$ cat config.mk
export PLATFORM = sky130hd
export DESIGN_NAME = fast_corner_collector
export DESIGN_NICKNAME = d
export VERILOG_FILES = /design/src/rtl/fast_corner_collector.sv
export SDC_FILE = /design/constraint.sdc
export NUM_CORES = 1
export LEC_CHECK = 0
export BUFFER_PORTS_ARGS = -buffer_cell sky130_fd_sc_hd__buf_4
export CAP_MARGIN = 15
export CORE_AREA = 4 4 453 455
export DETAILED_ROUTE_END_ITERATION = 7
export DIE_AREA = 0 0 457 459
export GPL_ROUTABILITY_DRIVEN = 0
export HOLD_SLACK_MARGIN = 0.06
export MAX_ROUTING_LAYER = met4
export PLACE_DENSITY = 0.45
export SLEW_MARGIN = 20
export SYNTH_ARGS = -nofsm -noshare
export SYNTH_HDL_FRONTEND = slang
export SYNTH_SLANG_ARGS = --single-unit
$ cat constraint.sdc
create_clock -name clk -period 9 [get_ports clk]
set_input_delay 2.25 -clock clk [delete_from_list [all_inputs] [get_ports clk]]
set_output_delay 2.25 -clock clk [all_outputs]
set_load 0.01 [all_outputs]
$ cat src/rtl/fast_corner_collector.sv
// Collects post-NMS corner coordinates into a FWFT FIFO, tagging the last corner of each
// frame or inserting an empty-frame marker; read out over a valid/ready handshake.
module fast_corner_collector #(
    parameter int X_W   = 10,
    parameter int Y_W   = 10,
    parameter int DEPTH = 64,
    parameter int CNT_W = 16
) (
    input  logic                     clk,
    input  logic                     rst,
    input  logic                     ce,
    input  logic                     iscorner,
    input  logic [X_W-1:0]           x_coord,
    input  logic [Y_W-1:0]           y_coord,
    input  logic                     frame_end,
    output logic                     m_valid,
    input  logic                     m_ready,
    output logic [X_W-1:0]           m_x,
    output logic [Y_W-1:0]           m_y,
    output logic                     m_last,
    output logic                     m_empty,
    output logic [CNT_W-1:0]         frame_corners,
    output logic [CNT_W-1:0]         drop_cnt,
    output logic                     overflow,
    output logic [$clog2(DEPTH):0]   level
);

    localparam int AW = $clog2(DEPTH);
    localparam int LW = AW + 1;
    localparam int EW = X_W + Y_W + 2;

    // stage register in front of the FIFO
    logic             r_stg_vld;
    logic [X_W-1:0]   r_stg_x;
    logic [Y_W-1:0]   r_stg_y;
    logic             r_stg_last;

    logic [EW-1:0]    r_mem [DEPTH];
    logic [AW-1:0]    r_wr_ptr;
    logic [AW-1:0]    r_rd_ptr;
    logic [LW-1:0]    r_level;
    logic             r_m_valid;
    logic [EW-1:0]    r_head;

    logic [CNT_W-1:0] r_frame_cnt;
    logic [CNT_W-1:0] r_frame_corners;
    logic [CNT_W-1:0] r_drop_cnt;
    logic             r_overflow;

    logic             w_full;
    logic             w_new;
    logic             w_fe;
    logic             w_stg_push;
    logic             w_stg_free;
    logic             w_load;
    logic             w_drop;
    logic             w_mark_req;
    logic             w_mark_push;
    logic             w_fe_lost;
    logic             w_push;
    logic [EW-1:0]    w_push_data;
    logic             w_pop;
    logic [LW-1:0]    w_level_nxt;
    logic [LW-1:0]    w_remain;
    logic [AW-1:0]    w_rd_nxt;
    logic [EW-1:0]    w_head_nxt;
    logic [CNT_W-1:0] w_cnt_inc;

    assign w_full      = (r_level == LW'(DEPTH));
    assign w_new       = ce & iscorner;
    assign w_fe        = ce & frame_end;
    assign w_stg_push  = ce & r_stg_vld & ~w_full & (r_stg_last | w_new);
    assign w_stg_free  = ~r_stg_vld | w_stg_push;
    assign w_load      = w_new & w_stg_free;
    assign w_drop      = w_new & ~w_stg_free;
    assign w_mark_req  = w_fe & ~w_new & ~r_stg_vld & (r_frame_cnt == '0);
    assign w_mark_push = w_mark_req & ~w_full;
    // a frame_end arriving while the previous frame's last corner is still staged cannot be recorded
    assign w_fe_lost   = (w_mark_req & w_full) | (w_fe & ~w_new & r_stg_vld & r_stg_last);
    assign w_push      = w_stg_push | w_mark_push;
    assign w_pop       = r_m_valid & m_ready;
    assign w_cnt_inc   = (w_new && (r_frame_cnt != {CNT_W{1'b1}})) ? r_frame_cnt + CNT_W'(1) : r_frame_cnt;

    // FIFO next-state: occupancy, read pointer and the entry that will sit at the output
    always_comb begin
        w_push_data = '0;
        w_level_nxt = r_level;
        w_remain    = r_level;
        w_rd_nxt    = r_rd_ptr;
        w_head_nxt  = r_head;
        if (w_mark_push) begin
            w_push_data = {{X_W{1'b0}}, {Y_W{1'b0}}, 1'b1, 1'b1};
        end else begin
            w_push_data = {r_stg_x, r_stg_y, r_stg_last, 1'b0};
        end
        if (w_pop) begin
            w_remain = r_level - LW'(1);
            w_rd_nxt = r_rd_ptr + AW'(1);
        end else begin
            w_remain = r_level;
            w_rd_nxt = r_rd_ptr;
        end
        if (w_push) begin
            w_level_nxt = w_remain + LW'(1);
        end else begin
            w_level_nxt = w_remain;
        end
        // with nothing left behind the head, the incoming entry falls straight through
        if (w_remain == '0) begin
            w_head_nxt = w_push_data;
        end else begin
            w_head_nxt = r_mem[w_rd_nxt];
        end
    end

    // FIFO storage write
    always_ff @(posedge clk) begin
        if (w_push) begin
            r_mem[r_wr_ptr] <= w_push_data;
        end
    end

    // FIFO pointers, occupancy and registered output entry
    always_ff @(posedge clk) begin
        if (rst) begin
            r_wr_ptr  <= '0;
            r_rd_ptr  <= '0;
            r_level   <= '0;
            r_m_valid <= 1'b0;
            r_head    <= '0;
        end else begin
            if (w_push) begin
                r_wr_ptr <= r_wr_ptr + AW'(1);
            end
            r_rd_ptr  <= w_rd_nxt;
            r_level   <= w_level_nxt;
            r_m_valid <= (w_level_nxt != '0);
            r_head    <= w_head_nxt;
        end
    end

    // stage register load / release / last-tagging
    always_ff @(posedge clk) begin
        if (rst) begin
            r_stg_vld  <= 1'b0;
            r_stg_x    <= '0;
            r_stg_y    <= '0;
            r_stg_last <= 1'b0;
        end else if (w_load) begin
            r_stg_vld  <= 1'b1;
            r_stg_x    <= x_coord;
            r_stg_y    <= y_coord;
            r_stg_last <= frame_end;
        end else if (w_stg_push) begin
            r_stg_vld  <= 1'b0;
            r_stg_last <= 1'b0;
        end else if (w_fe && r_stg_vld && !r_stg_last) begin
            r_stg_last <= 1'b1;
        end
    end

    // per-frame counting, drop counting and sticky overflow
    always_ff @(posedge clk) begin
        if (rst) begin
            r_frame_cnt     <= '0;
            r_frame_corners <= '0;
            r_drop_cnt      <= '0;
            r_overflow      <= 1'b0;
        end else begin
            if (w_fe) begin
                r_frame_corners <= w_cnt_inc;
                r_frame_cnt     <= '0;
            end else begin
                r_frame_cnt     <= w_cnt_inc;
            end
            if (w_drop && (r_drop_cnt != {CNT_W{1'b1}})) begin
                r_drop_cnt <= r_drop_cnt + CNT_W'(1);
            end
            if (w_drop || w_fe_lost) begin
                r_overflow <= 1'b1;
            end
        end
    end

    assign m_valid       = r_m_valid;
    assign {m_x, m_y, m_last, m_empty} = r_head;
    assign level         = r_level;
    assign frame_corners = r_frame_corners;
    assign drop_cnt      = r_drop_cnt;
    assign overflow      = r_overflow;

endmodule

==> flow_summary.ini <==
[outcome]
status = complete, no violations

[clock_tree]
clock_latency_ns = 0.79
clk_pin_slew_worst_paths_ns = 0.06
holdBufCountCts = 0
cts-root-buf = clkbuf_16
cts_buffer_depth = 3
clock_sinks = 1521
postCtsResizedCells = 0
cts_tree = done
htreeDepth = 4
cts_buffers = 166
postCtsSetupBuffers = 0

[floorplanning]
rows = 165
start_util = 0.299
core_mm2 = 0.201
io_pins = 89
die_h_um = 459
die_w_um = 457
dieArea_mm2 = 0.210

[detailed_routing]
dr.pass1.iters = 5
wl_per_cell_um = 25.3
viasPerCell = 4.94
final_antenna_net_count = 0
initialDrtViolationCount = 3003
drc = 0
num_vias = 34000
routed_wl_um = 174000

[sta]
finClkSkew_ns = 0.0342
setup_slack_ns = 3.76
slew_headroom = 0.258
holdWs_ns = 0.480
period_share = 0.582
min_period_ns = 5.24
finalSetupViolCount = 0
report.final.slew_viol_count = 0
hold_violations = 0
worstMarginPinSlew_ns = 1.10
tns_ns = 0
maxClockFrequency_mhz = 191
rsz0062_at_grt = false

[worst_setup_path]
start_kind = input port
r2r_cells = 9
criticalPathCategory = input port to register
crit_fanout = 26
critPathRequiredTime_ns = 9.69
crit_path_end_kind = register
worstPathArrival_ns = 5.93

[place]
numPlacedInstances = 6578
dpl-instance-area_mm2 = 0.0645
hpwlAfterDp_um = 96000
place_ws_ns = 2.61
io_buffer_count = 88

[cells_and_area]
final_layout_size_suffix_gt1_frac = 0.155
fill_cells = 19400
nets = 4109
fin_util = 0.347
layout.cells.non_filler = 6889
area_growth_pct = 16.1
design_area_mm2 = 0.0698

[synth]
ys.flop_type = edfxtp_1
netlist.top_cell.by_area = edfxtp_1
synthTopCellsByArea = edfxtp_1, mux2i_1, nand2_1, dfxtp_1, mux4_2
synth_area_mm2 = 0.0601
synth_cells = 3918
syn_area_per_cell_um2 = 15.3
syn_nets = 3953
yosysSeqAreaShare = 0.741
async_flop_share = 0
synth_top_area_share = 0.703
synth_edf_count = 1408
ys_warn_count = 0
ys_seq_elements = 1521
synth_cell_types = 57

[power]
swShare = 0.297
internal-power_mw = 13.3
ir_drop_mv = 0.225
total_power_mw = 18.9
combPwrFrac = 0.229
cellPowerDensity_mw_per_mm2 = 271
power.switching_mw = 5.61
seq_power_share = 0.418
p_leak_nw = 24.8
clkPwrFrac = 0.354

[global_routing]
grt_antenna_before_repair = 14
grt_max_degree = 157
grt_pass1_wl_um = 248000
grt_usage = 0.168
grt_pass1_vias = 33500
overflow = 0

[worst_hold_path]
worstHoldPathType = register to register
hold_depth = 2

[flow_run]
maxCapViolCount = 0
## cell type report
type	instances	area (µm²)	area share
timing repair buffer	232	1870	0.0269
multi-input combinational	2143	14700	0.210
antenna	7	17.5	0.000251
inverter	10	38.8	0.000556
clock buffer	227	4550	0.0652
tap	2672	3340	0.0479
clock inverter	77	768	0.0110
sequential	1521	44500	0.638
## worst paths after layout
path / startpoint / endpoint / slack, ns
max: m_ready / r_head[7] / 3.76
min: r_stg_x[3] / r_stg_x[3] / 0.48
max reg2reg: r_rd_ptr[0] / r_head[7] / 4.79
min reg2reg: r_stg_x[3] / r_stg_x[3] / 0.48
## worst max-delay path, cell delays in order
cell,delay (ns)
buf_4,0.11
nand3_1,0.13
or3_1,0.41
nand2_2,0.67
buf_4,0.55
mux4_2,0.39
o22ai_1,0.65
nor4_1,0.26
buf_4,0.21
a311oi_1,0.22
## cell usage after synthesis (all sizes together), types with 3 or more instances
library cell,count
nor2,197
mux2i,352
dfxtp,113
nand2,606
a31oi,46
and3,53
nor4,30
inv,10
a311o,20
ha,9
xnor2,25
a311oi,21
nand4,17
and4,5
nand2b,5
mux4,91
and2,29
edfxtp,1408
a211oi,17
o22ai,21
o21ai,10
nor3,12
a221oi,5
a32oi,23
a21oi,227
buf,130
nand3,142
or3,6
a22oi,126
xor2,24
clkbuf,114
or2,3
## flip-flops by register name (all words and copies together) (netlist names)
name and count:
r_mem 1408, overflow 1, r_frame_cnt 16, r_stg_vld 1, r_rd_ptr 6, frame_corners 16, r_stg_last 1, level 7
r_wr_ptr 6, r_stg_x 10, drop_cnt 16, m_valid 1, r_head 22, r_stg_y 10
## cells by family after synthesis
family / Yosys count / share of synthesized area
compound gates: 525 / 0.0565
mux: 444 / 0.0931
flops: 1521 / 0.741
buf+inv: 254 / 0.0199
xor+xnor: 49 / 0.00745
fa+ha+maj: 9 / 0.00187
simple gates: 1116 / 0.0801
## power groups by stage
stage / combinational (mW) / sequential (mW) / clock [mW]
after floorplan: 3.03 / 8.01 / 0
after global placement: 4.33 / 8.05 / 0
final: 4.33 / 7.90 / 6.69
after global routing: 4.69 / 7.90 / 7.17
after detailed placement: 4.36 / 8.05 / 0
after CTS: 4.37 / 7.90 / 6.88
## placed cells by master (no fill, tap or decap), types with 63 or more instances in the layout
master,instances
nand2_1,603
buf_4,222
a21oi_1,226
a22oi_1,126
mux4_2,91
mux2i_1,351
nand3_1,142
edfxtp_1,1408
nor2_2,63
nor2_1,130
dfxtp_1,113
clkbuf_16,171
## routing by layer
layer,global-route usage,share of wire
met1,0.231,0.46
met2,0.250,0.45
met3,0.0345,0.061
met4,0.0494,0.027
met5,-,0
No activity file was read; power rests on OpenSTA's default activity.
